==> src/rtl/clut_wr_if.sv <==
// Palette-write handshake between the bus side and clut_writer.
interface clut_wr_if #(
  parameter int CIDXW = 4,
  parameter int COLRW = 12
);
  logic             wr_valid;
  logic             wr_ready;
  logic [CIDXW-1:0] wr_addr;
  logic [COLRW-1:0] wr_data;

  modport master (output wr_valid, wr_addr, wr_data, input wr_ready);
  modport slave  (input wr_valid, wr_addr, wr_data, output wr_ready);
endinterface

==> src/rtl/clut_writer.sv <==
// Buffers palette writes in a FIFO and commits them to the CLUT write port
// only during vertical blanking, so the palette never changes mid-frame.
module clut_writer #(
  parameter int CIDXW = 4,
  parameter int COLRW = 12,
  parameter int DEPTH = 16
) (
  input  logic                     clk_25MHz,
  input  logic                     btn_rst_n,
  clut_wr_if.slave                 wr,
  input  logic                     vblank,
  output logic                     clut_we,
  output logic [CIDXW-1:0]         clut_addr,
  output logic [COLRW-1:0]         clut_data,
  output logic [$clog2(DEPTH):0]   level,
  output logic                     drain_done
);
  localparam int PW = $clog2(DEPTH);
  localparam int LW = PW + 1;

  typedef struct packed {
    logic [CIDXW-1:0] addr;
    logic [COLRW-1:0] data;
  } entry_t;

  typedef enum logic {IDLE, DRAIN} state_t;

  state_t          state_q, state_d;
  entry_t          mem [DEPTH];
  logic [PW-1:0]   rd_ptr, wr_ptr;
  logic            push, pop, last;

  // Ready depends only on registered level, never on a same-cycle pop.
  assign wr.wr_ready = (level != LW'(DEPTH));
  assign push        = wr.wr_valid && wr.wr_ready;

  always_ff @(posedge clk_25MHz) begin
    if (!btn_rst_n) state_q <= IDLE;
    else            state_q <= state_d;
  end

  always_comb begin
    state_d = state_q;
    case (state_q)
      IDLE:  if (pop && !last)  state_d = DRAIN;
      DRAIN: if (!pop || last)  state_d = IDLE;
      default:                  state_d = IDLE;
    endcase
  end

  // The first pop happens on the same edge that leaves IDLE, giving the
  // 2-edge push-to-write latency when vblank is already high.
  always_comb begin
    pop  = 1'b0;
    last = 1'b0;
    case (state_q)
      IDLE, DRAIN: pop = vblank && (level != '0);
      default:     pop = 1'b0;
    endcase
    last = pop && (level == LW'(1)) && !push;
  end

  always_ff @(posedge clk_25MHz) begin
    if (push) mem[wr_ptr] <= '{addr: wr.wr_addr, data: wr.wr_data};
  end

  always_ff @(posedge clk_25MHz) begin
    if (!btn_rst_n) begin
      rd_ptr     <= '0;
      wr_ptr     <= '0;
      level      <= '0;
      clut_we    <= 1'b0;
      clut_addr  <= '0;
      clut_data  <= '0;
      drain_done <= 1'b0;
    end else begin
      if (push) wr_ptr <= wr_ptr + PW'(1);
      if (pop)  rd_ptr <= rd_ptr + PW'(1);
      case ({push, pop})
        2'b10:   level <= level + LW'(1);
        2'b01:   level <= level - LW'(1);
        default: level <= level;
      endcase
      clut_we    <= pop;
      drain_done <= last;
      if (pop) begin
        clut_addr <= mem[rd_ptr].addr;
        clut_data <= mem[rd_ptr].data;
      end
    end
  end
endmodule

==> src/flat_wrapper.sv <==
// flat-port wrapper written by rule: the top's interface ports become plain ports
module clut_writer_flat 
#(
  parameter int CIDXW = 4,
  parameter int COLRW = 12,
  parameter int DEPTH = 16
)
  (clk_25MHz, btn_rst_n, vblank, clut_we, clut_addr, clut_data, level, drain_done, wr_wr_valid, wr_wr_addr, wr_wr_data, wr_wr_ready);
  clut_wr_if #(.CIDXW(CIDXW), .COLRW(COLRW)) wr_i ();
  input  logic clk_25MHz;
  input  logic btn_rst_n;
  input  logic vblank;
  output logic clut_we;
  output logic [CIDXW-1:0] clut_addr;
  output logic [COLRW-1:0] clut_data;
  output logic [$clog2(DEPTH):0] level;
  output logic drain_done;
  input wire logic [$bits(wr_i.wr_valid)-1:0] wr_wr_valid;
  input wire logic [$bits(wr_i.wr_addr)-1:0] wr_wr_addr;
  input wire logic [$bits(wr_i.wr_data)-1:0] wr_wr_data;
  output wire logic [$bits(wr_i.wr_ready)-1:0] wr_wr_ready;
  assign wr_i.wr_valid = wr_wr_valid;
  assign wr_i.wr_addr = wr_wr_addr;
  assign wr_i.wr_data = wr_wr_data;
  assign wr_wr_ready = wr_i.wr_ready;
  clut_writer #(.CIDXW(CIDXW), .COLRW(COLRW), .DEPTH(DEPTH)) u_core (.clk_25MHz(clk_25MHz), .btn_rst_n(btn_rst_n), .wr(wr_i), .vblank(vblank), .clut_we(clut_we), .clut_addr(clut_addr), .clut_data(clut_data), .level(level), .drain_done(drain_done));
endmodule
==> config.mk <==
export PLATFORM = sky130hd
export DESIGN_NAME = clut_writer_flat
export DESIGN_NICKNAME = d
export VERILOG_FILES = /design/src/rtl/clut_wr_if.sv /design/src/rtl/clut_writer.sv /design/src/flat_wrapper.sv
export SDC_FILE = /design/constraint.sdc
export NUM_CORES = 1
export LEC_CHECK = 0
export ABC_AREA = 1
export ABC_CLOCK_PERIOD_IN_PS = 5400
export CAP_MARGIN = 20
export CORE_MARGIN = 2
export CORE_UTILIZATION = 40
export CTS_CLUSTER_DIAMETER = 40
export DETAILED_ROUTE_END_ITERATION = 7
export GPL_TIMING_DRIVEN = 0
export MAX_ROUTING_LAYER = met4
export PLACE_DENSITY = 0.6
export SLEW_MARGIN = 20
export SYNTH_ARGS = -nofsm -noshare
export SYNTH_HDL_FRONTEND = slang
export SYNTH_SLANG_ARGS = --single-unit
==> constraint.sdc <==
create_clock -name clk_25MHz -period 5.4 [get_ports clk_25MHz]
set_input_delay 1.35 -clock clk_25MHz [delete_from_list [all_inputs] [get_ports clk_25MHz]]
set_output_delay 1.35 -clock clk_25MHz [all_outputs]
set_load 0.01 [all_outputs]
Word-level counts from Yosys, hierarchy flattened

Memories as Yosys holds them, arrays and structs flattened. A register that Yosys moved wholly into a read port is not among the register bits.
Index checks and enable logic that the tools add are counted.

Add/sub/neg operators: 4
Multipliers: 0
Divide/modulo/power cells: 0
$lt $le $gt $ge: 0
Equal/unequal tests: 4
Shifts and indexed selects: 0
Muxes and demuxes: 3
Bitwise logic cells: 0
Reductions and logical operators: 8

Operators by type and width:

| cell                                                                   | count |
|---|---|
| 5-bit one-hot mux with 2 select lines                                  | 1 |
| 4-bit by 1-bit adder with 4-bit output (second input constant)         | 2 |
| 5-bit by 1-bit adder with 5-bit output (second input constant)         | 1 |
| 5-bit by 1-bit equality test with 1-bit output (second input constant) | 1 |
| 5-bit != test (second input constant)                                  | 1 |
| 5-bit nonzero test                                                     | 1 |
| 5-bit by 1-bit subtractor with 5-bit output (second input constant)    | 1 |
| 1-bit logical AND                                                      | 4 |
| 2-bit by 1-bit equality test with 1-bit output (second input constant) | 1 |
| 2-bit equality test (second input constant)                            | 1 |
| 1-bit logical NOT                                                      | 2 |
| 1-bit 2-to-1 mux                                                       | 2 |
| 2-bit nonzero test                                                     | 1 |

Bits in registers: 15
Bits in latches: 0
RAM bits: 256
Memory bits (read-only): 0
Input port bits: 20
Output and inout port bits: 24
Word-level logic and storage cells: 25
Memories: 1

Memories:

| name       | depth | bits a word | rd ports | clocked after Yosys merged registers in | wr ports | RTL line          | source |
|---|---|---|---|---|---|---|---|
| u_core.mem | 16    | 16          | 1        | 1                                       | 1        | clut_writer.sv:29 | `entry_t mem [DEPTH];` |

Depth between registers and ports, before layout

Gate-level depths: netlist of run 1.

Depth in word-level cells: 4
Mapped depth: 13
Depth with buffers taken out: 12

Least setup slack after synthesis of run 1

No wires, ideal clock.

Kind: input to register
Start: in wr_wr_valid
End: mem u_core.mem[11][0] (netlist name) (enable)
Setup time: 0.388 ns
Data arrival time: 2.401 ns
Data required time: 5.012 ns
Setup slack: 2.610 ns
Stages on the path: 4
Path buffers: 0
Cell sequence: nand2_1 -> inv_1 -> nand3_1 -> nor2_1

Cells in the longest elaborated chain, start to end: 3

RTL lines:

| element                                | RTL line           | source |
|---|---|---|
| from (decl)                            | flat_wrapper.sv:18 | `input wire logic [$bits(wr_i.wr_valid)-1:0] wr_wr_valid;` |
| 1-bit logical AND                      | clut_writer.sv:35  | `assign push = wr.wr_valid && wr.wr_ready;` |
| 1-bit 2-to-1 mux                       | clut_writer.sv:64  | `if (push) mem[wr_ptr] <= '{addr: wr.wr_addr, data: wr.wr_data};` |
| 1-bit 2-to-1 mux (implied by the code) | clut_writer.sv:64  |  |
| to (decl)                              | clut_writer.sv:29  |  |

No other way between the ends.

Final worst setup path of run 1

Start: reg u_core.level[0]
End: out wr_wr_ready

Cells in the longest elaborated chain, start to end: 1

RTL lines:

| element                | RTL line           | source |
|---|---|---|
| from (decl)            | clut_writer.sv:15  | `output logic [$clog2(DEPTH):0] level,` |
| from (signal assigned) | clut_writer.sv:80  | `2'b10: level <= level + LW'(1);` |
| from (signal assigned) | clut_writer.sv:81  | `2'b01: level <= level - LW'(1);` |
| from (signal assigned) | clut_writer.sv:82  | `default: level <= level;` |
| 5-bit != test          | clut_writer.sv:34  | `assign wr.wr_ready = (level != LW'(DEPTH));` |
| to (decl)              | flat_wrapper.sv:21 | `output wire logic [$bits(wr_i.wr_ready)-1:0] wr_wr_ready;` |

No other way between the ends.

==> results of run 1 <==
registers in the layout (all words and copies together), names as in the netlist:
signal	count
u_core.clut_data	12
u_core.clut_addr	4
u_core.clut_we	1
u_core.drain_done	1
u_core.mem	256
u_core.rd_ptr	4
u_core.level	5
u_core.wr_ptr	4
metrics by stage:
step / util [%] / setup slack [ns]
final: 49.3 / 2.13
after global routing: 49.3 / 2.03
after CTS: 49.3 / 2.12
after detailed placement: 44.9 / 1.86
after global placement: 44.0 / 1.26
after floorplan: - / 2.61
per-layer routing:
layer  GRT usage (%)  routed length, um  vias up
li1                -                  -     4128
met1            27.7              13700     4088
met2            32.9              14700      329
met3            3.54               2260       83
met4            9.04               1280        0
met5               -                  0        -
cell families after synthesis:
group / count (synthesis)
DFF: 287
xor gates and xnor gates: 1
adders and majority gates: 10
and+or+nand+nor: 666
AOI/OAI and AO/OA: 20
buffers and inverters: 222
worst paths after layout:
path                         from          endpoint  slack (ns)  depth (start not counted)
setup / recovery  u_core.level[0]       wr_wr_ready        2.13                          4
hold / removal    u_core.level[3]   u_core.level[3]        0.52                          1
setup reg to reg  u_core.level[0]  u_core.mem[3][4]        2.82                          8
hold reg to reg   u_core.level[3]   u_core.level[3]        0.52                          1
power by group through the flow:
stage	combinational, mW	sequential [mW]	clock, mW
2_1_floorplan	0.997	2.65	0
3_3_place_gp	1.61	2.63	0
3_5_place_dp	1.65	2.63	0
4_1_cts	1.66	2.59	2.64
5_1_grt	1.85	2.60	2.72
6_report	1.65	2.59	2.59
layout by cell type, fill, tap and decap left out, types with 5 or more instances in the layout:
| cell type | n |
|---|---|
| sky130_fd_sc_hd__a21oi_1 | 8 |
| sky130_fd_sc_hd__buf_1 | 8 |
| sky130_fd_sc_hd__buf_2 | 34 |
| sky130_fd_sc_hd__buf_8 | 14 |
| sky130_fd_sc_hd__bufinv_16 | 5 |
| sky130_fd_sc_hd__clkbuf_1 | 15 |
| sky130_fd_sc_hd__clkbuf_16 | 40 |
| sky130_fd_sc_hd__clkdlybuf4s50_1 | 43 |
| sky130_fd_sc_hd__clkinv_2 | 6 |
| sky130_fd_sc_hd__dfxtp_1 | 31 |
| sky130_fd_sc_hd__edfxtp_1 | 256 |
| sky130_fd_sc_hd__ha_1 | 10 |
| sky130_fd_sc_hd__inv_1 | 161 |
| sky130_fd_sc_hd__nand2_1 | 416 |
| sky130_fd_sc_hd__nand3_1 | 185 |
| sky130_fd_sc_hd__nor2_1 | 43 |
| sky130_fd_sc_hd__nor2_2 | 17 |
| sky130_fd_sc_hd__o21ai_0 | 10 |
layout make-up:
class                           instances  area (sq um)
Fill cell                            2694         15100
Sequential cell                       287          8310
Multi-Input combinational cell        697          3020
Clock buffer                           45          1030
Timing Repair Buffer                   59           663
Inverter                              164           616
Tap cell                              390           488
Clock inverter                         25           290
Buffer                                 58           283
Antenna cell                            1          2.50
==> results by group, run 1 <==
Critical path
  – Critical Path RT: 4.05 ns
  – Buffers plus inverters on the worst setup path: 2
  – Slowest library cell on the worst path: sky130_fd_sc_hd__clkdlybuf4s50_1
  – Family of cells with the greatest summed delay on the critical path: buffers and inverters
  – CP Data Arrival Time: 1.92 ns
  – Slowest stage delay, CP: 0.54 ns
  – Cells along the critical path: inv_1, ha_1, nand3_1, clkdlybuf4s50_1
  – Capturing element type of the critical path: primary output
  – Crit start category: flop
  – Worst Path Class, Setup: flop to primary output
  – Highest fanout seen on the critical path: 5

Power
  – Tot Pwr: 6.83 mW
  – Power density relative to cell area: 465 nW/um^2
  – Combinational share of power: around a quarter
  – Internal portion of total power: roughly 4.7 mW
  – Worst ir drop on vdd: 0.000242 V
  – Share of total power consumed by net switching: 31.2%
  – Static leakage: 6.13 nW
  – Switching power: roughly 2.1 mW
  – Portion of total power attributed to the clock network: a little under two fifths
  – Sequential power share: 37.9%

Logic synthesis
  – Synthesized netlist cell count: between 1000 and 1500
  – Proportion of synthesized flip-flops having asynchronous set or reset: 0%
  – Parity-gate share of the synthesized area counting xor and xnor cells: 0.0719%
  – Post-synthesis mux area share: 0%
  – Area share of the leading cell type in the synthesized netlist: 63.1%
  – Most common cell in the netlist: sky130_fd_sc_hd__nand2_1
  – Number of warning messages in the yosys log: 0
  – Main area contributors after synthesis: sky130_fd_sc_hd__edfxtp_1 (63%), sky130_fd_sc_hd__nand2_1 (13%), sky130_fd_sc_hd__nand3_1 (7.6%)
  – Top cell types by occurrence after synthesis: sky130_fd_sc_hd__nand2_1 (416), sky130_fd_sc_hd__edfxtp_1 (256), sky130_fd_sc_hd__nand3_1 (185), sky130_fd_sc_hd__inv_1 (161), sky130_fd_sc_hd__nor2_1 (59)
  – Main combinational cell family by area after synthesis: simple AND/OR/NAND/NOR gates
  – Number of library cell types mapped by synthesis: 24
  – Post-synth top flop: sky130_fd_sc_hd__edfxtp_1
  – Post-synthesis register bit count: 287
  – Area share of and/or/nand/nor cells after synthesis: 22.5%
  – Seq/Total Area, Yosys: 68.2%
  – Mean post-synth cell area: 10.1 sq um
  – Share of the synthesized area in compound gates (AO/OA/AOI/OAI): less than 1%
  – Number of enable-type register cells in the synthesized netlist: 256
  – Cell taking the most area after synthesis: sky130_fd_sc_hd__edfxtp_1
  – Post-Synthesis Net Count: 1236
  – Area of the mapped netlist: 12200 sq um
  – Post-synthesis adder-cell area fraction: 1.03%

STA
  – Pins over their slew limit: 0
  – Worst-case hold slack: roughly 0.52 ns
  – Setup Total Neg Slack: 0 ns
  – Setup repair after global routing missed its margin: no
  – Number of hold-slack violations in the final timing report: 0
  – Post-route clock period utilization: 60.5%
  – Max-Slew Margin vs Limit: 43.4%
  – Final setup vio count: 0
  – Transition time of the tightest slew-check pin: 0.847 ns
  – Crit path time final: 3.27 ns
  – Clock skew after layout: 0.0188 ns
  – Highest clock frequency the design can meet: 306 MHz

Clocking
  – Clock transition at path regs: 0.05 ns
  – Count of hold buffers inserted by post-cts repair: 0
  – Maximum level of the CTS H-tree: 2
  – CTS sink count: about 290
  – Clock insertion delay at the later pin of the skew report: 0.53 ns
  – CTS buffer count: 40
  – CTS tree: done
  – Maximum count of clock buffers along a single path: 3
  – Number of buffers inserted by post-CTS setup repair: 0
  – Master cell of the clock root buffer: sky130_fd_sc_hd__clkbuf_16
  – Post-CTS resize count: 0

Die
  – Initial core utilization: 40.9%
  – Die ar.: 31900 sq um
  – Number of I/O pins: 44
  – Std-Cell Core Area: just under 30000 sq um
  – Die width: 179 um
  – Rows: 63
  – Height of the die: 179 um

Cells and area
  – Synth-to-Final Area Change: 20.6%
  – Layout cells sized above 1: 10.3%
  – Net total in the final layout: 1337
  – Layout Cell Area excl Fill: about 15000 sq um
  – Non-filler instance count after layout: 1726

Placed design
  – Number of placed instances with taps included: 1655
  – Area post-placement: 13400 sq um
  – GPL Wtd Cong: between 0.8 and 0.9
  – HPWL reported at the end of detailed placement: 21.6 mm
  – PortBufs: 43

Detailed routing
  – Violation count after the first detailed-routing iteration: 836
  – DRC violations left: 0
  – Detailed-route wire length per cell: 18.5 um
  – Post-route antenna net violation count: 0
  – Detailed-route vias per instance: 5.00
  – Final Routed Wirelength: 31.9 mm
  – Count of vias placed by the detailed router: 8628
  – Router iterations before antenna repair: 6

GRT
  – Total grt overflow: 0
  – Maximum number of pins on one net before global-route repair: 17
  – Number of antenna violations at the first check in global routing: 0
  – Overall global routing resource usage: 21.2%
  – Wire length of the first global-routing pass: between 40 and 50 mm
  – Via count of the first global-routing pass: 8195

Min path
  – Min-Delay Path Class: flop to flop

Status
  – Result of the run: finished clean

Run
  – Number of maximum-capacitance violations: 0
(Power assumes the default switching activity.)
==> inputs of run 2 (changes only) <==
ABC_CLOCK_PERIOD_IN_PS = 2700   (was 5400)
PLACE_DENSITY = 0.62   (was 0.6)
clock period = 2.7 ns   (was 5.4 ns; I/O delays follow)
==> run 2 against run 1 <==
Clock skew grew 0.011 ns; non-clock buffer count shrank 4; final cell count shrank 0.12%; sequential share of layout area grew 0.26 points; first-iteration DRC count grew 8.5%; via count grew 0.12%; core utilization shrank 0.23 points; combinational power grew 100%; worst hold slack lost 0.017 ns; global-route usage is essentially flat; sequential power grew 100%; clock-buffer cell count grew 4.
==> results by group, run 2 (synthesis gave the netlist of run 1 again) <==
Cells and area
  – Max reg flops: 256 (unchanged)
  – Layout cells sized above 1: 10.0% (-0.29 points)
  – Final core utilization: 49.1% (-0.23 points)
  – Layout Cell Area excl Fill: 14600 sq um (-0.46%)
  – Reg with most FFs: u_core.mem
  – Registers with the highest flip-flop counts: u_core.mem (256), u_core.clut_data (12), u_core.level (5)
  – Most frequent standard cell in the layout excluding fill and tap cells: sky130_fd_sc_hd__nand2_1
  – Layout filler cell count: 2676 (-0.67%)
  – Ant diodes: 0 (-1)
  – Non-filler instance count after layout: 1724 (-0.12%)
  – Synth-to-Final Area Change: 20.1%
  – Net total in the final layout: 1333 (-0.30%)
  – Commonest cells after routing, fill and taps aside: sky130_fd_sc_hd__nand2_1 (416), sky130_fd_sc_hd__edfxtp_1 (256), sky130_fd_sc_hd__nand3_1 (185)

Run
  – Number of maximum-capacitance violations: 0 (unchanged)

Placed design
  – GPL Wtd Cong: 0.914 (+2.2%)
  – Placement-stage worst setup slack: -0.165 ns (-2.02 ns)
  – HPWL reported at the end of detailed placement: 21.2 mm (-2.0%)
  – PortBufs: 43 (unchanged)
  – Area post-placement: 13300 sq um (-0.67%)
  – Number of placed instances with taps included: 1651 (-0.24%)

GRT
  – Wire length of the first global-routing pass: 48.0 mm (+0.17%)
  – Total grt overflow: 0 (unchanged)
  – Number of antenna violations at the first check in global routing: 0 (unchanged)
  – Via count of the first global-routing pass: 8037 (-1.9%)
  – Overall global routing resource usage: 21.3% (+0.035 points)
  – Maximum number of pins on one net before global-route repair: 17 (unchanged)

Die
  – Number of I/O pins: 44 (unchanged)
  – Rows: 63 (unchanged)
  – Die width: 179 um (unchanged)
  – Die ar.: 31900 sq um (unchanged)
  – Height of the die: 179 um (unchanged)
  – Initial core utilization: 40.9% (unchanged)
  – Std-Cell Core Area: 29800 sq um (unchanged)

STA
  – Worst-case hold slack: 0.506 ns (-0.0170 ns)
  – Setup repair after global routing missed its margin: no
  – Pins over their slew limit: 0 (unchanged)
  – Highest clock frequency the design can meet: about 380 MHz
  – Max-Slew Margin vs Limit: 35.4% (-7.9 points)
  – Crit path time final: roughly 2.6 ns
  – Final setup vio count: 0 (unchanged)
  – Post-route clock period utilization: 96.3%
  – Setup slack of the critical path after layout: 0.101 ns (-2.03 ns)
  – Clock skew after layout: 0.0300 ns (+0.0111 ns)
  – Setup Total Neg Slack: 0 ns (unchanged)
  – Number of hold-slack violations in the final timing report: 0 (unchanged)
  – Transition time of the tightest slew-check pin: 0.965 ns (+0.119 ns)

Critical path
  – Capturing element type of the critical path: primary output
  – Register-to-Register Setup Slack: 0.17 ns (-2.65 ns)
  – Cells along the critical path: inv_1, ha_1, nand3_1, clkdlybuf4s50_1
  – Crit start category: flop
  – Highest fanout seen on the critical path: 5 (unchanged)
  – CP Data Arrival Time: 1.92 ns (about the same)
  – Register-to-Register Path Depth: 8 (unchanged)
  – Worst Path Class, Setup: flop to primary output
  – Origin of the worst setup path: u_core.level[1]
  – Slowest library cell on the worst path: sky130_fd_sc_hd__clkdlybuf4s50_1
  – Slowest stage delay, CP: 0.54 ns (about the same)
  – Reg-to-Reg End: u_core.mem[4][4]
  – Capturing element of the worst setup path: wr_wr_ready
  – Critical Path RT: 2.03 ns (-2.02 ns)
  – Launch instance of the worst register-to-register path: u_core.level[1]

Clocking
  – Clock insertion delay at the later pin of the skew report: 0.53 ns (about the same)
  – Maximum count of clock buffers along a single path: 3 (unchanged)
  – CTS tree: done
  – Master cell of the clock root buffer: sky130_fd_sc_hd__clkbuf_16
  – Maximum level of the CTS H-tree: 2 (unchanged)
  – CTS sink count: 287 (unchanged)
  – CTS buffer count: 40 (unchanged)
  – Clock transition at path regs: 0.05 ns (about the same)

Detailed routing
  – Post-route antenna net violation count: 0 (unchanged)
  – Final Routed Wirelength: 31.8 mm (-0.29%)
  – Violation count after the first detailed-routing iteration: 907 (+8.5%)
  – DRC violations left: 0 (unchanged)
  – Detailed-route wire length per cell: 18.5 um (-0.18%)
  – Router iterations before antenna repair: 6 (unchanged)
  – Count of vias placed by the detailed router: 8638 (+0.12%)
  – Detailed-route vias per instance: 5.01 (+0.23%)

Power
  – Worst ir drop on vdd: 0.000424 V (+75%)
  – Static leakage: 6.10 nW (-0.49%)
  – Power density relative to cell area: 937 nW/um^2 (+100%)
  – Tot Pwr: 13.7 mW (+100%)

Status
  – Result of the run: finished clean

Min path
  – Min-Delay Path Class: flop to flop
-- run 2: cell types whose count changed in the layout (fill, tap and decap cells not counted), sizes merged --
cell | before | now
clkinvlp | 4 | 3
clkbuf | 56 | 60
clkinv | 13 | 15
diode | 1 | 0
buf | 63 | 59
inv | 167 | 165
-- run 2: power breakdown --
| group | internal, mW | total [mW] | switching [mW] |
|---|---|---|---|
| Combinational | 1.09 | 3.36 | 2.27 |
| Sequential | 5.06 | 5.20 | 0.136 |
| Clock | 3.25 | 5.15 | 1.90 |
-- run 2: area by class of cell --
type	count	area, sq um	share of cell area [%]
plain buffers	58	283	1.93
clock buffers	49	1040	7.14
clock inverters	24	280	1.92
inverters	164	616	4.21
multi-input cells	697	3040	20.8
flip-flops and latches	287	8310	56.8
well taps	390	488	3.33
repair buffers	55	573	3.92
-- run 2: worst max-delay path, delay by kind of cell, from the launching register on --
kind / cells / cell delay (ns)
buffers and inverters: 2 / 0.67
and+or+nand+nor: 1 / 0.11
DFF: 1 / 0.42
adders and majority gates: 1 / 0.21
-- run 2: layer usage --
layer  up-vias  track usage, %  part of all wire (%)
met5         -               -                     0
met4         0            8.30                   3.5
met3        68            3.56                   9.4
met2       401            31.3                    44
met1      4038            29.5                    43
li1       4131               -                     -
-- run 2: worst min-delay path by stage --
stage	startpoint	to	slack, ns	cells after the start
final	u_core.level[3]	u_core.level[3]	0.51	1
after global routing	u_core.level[3]	u_core.level[3]	0.55	1
after CTS	u_core.level[3]	u_core.level[3]	0.51	1
after detailed placement	u_core.level[3]	u_core.level[3]	0.50	1
after global placement	u_core.level[3]	u_core.level[3]	0.49	1
after floorplan	u_core.wr_ptr[2]	u_core.wr_ptr[2]	0.48	2
-- run 2: repair_timing --
action / CTS / global route
resized for setup: 0 / 4
hold buffers: 0 / 0
setup endpoints to repair: 0 / 48
setup buffers: 0 / 0
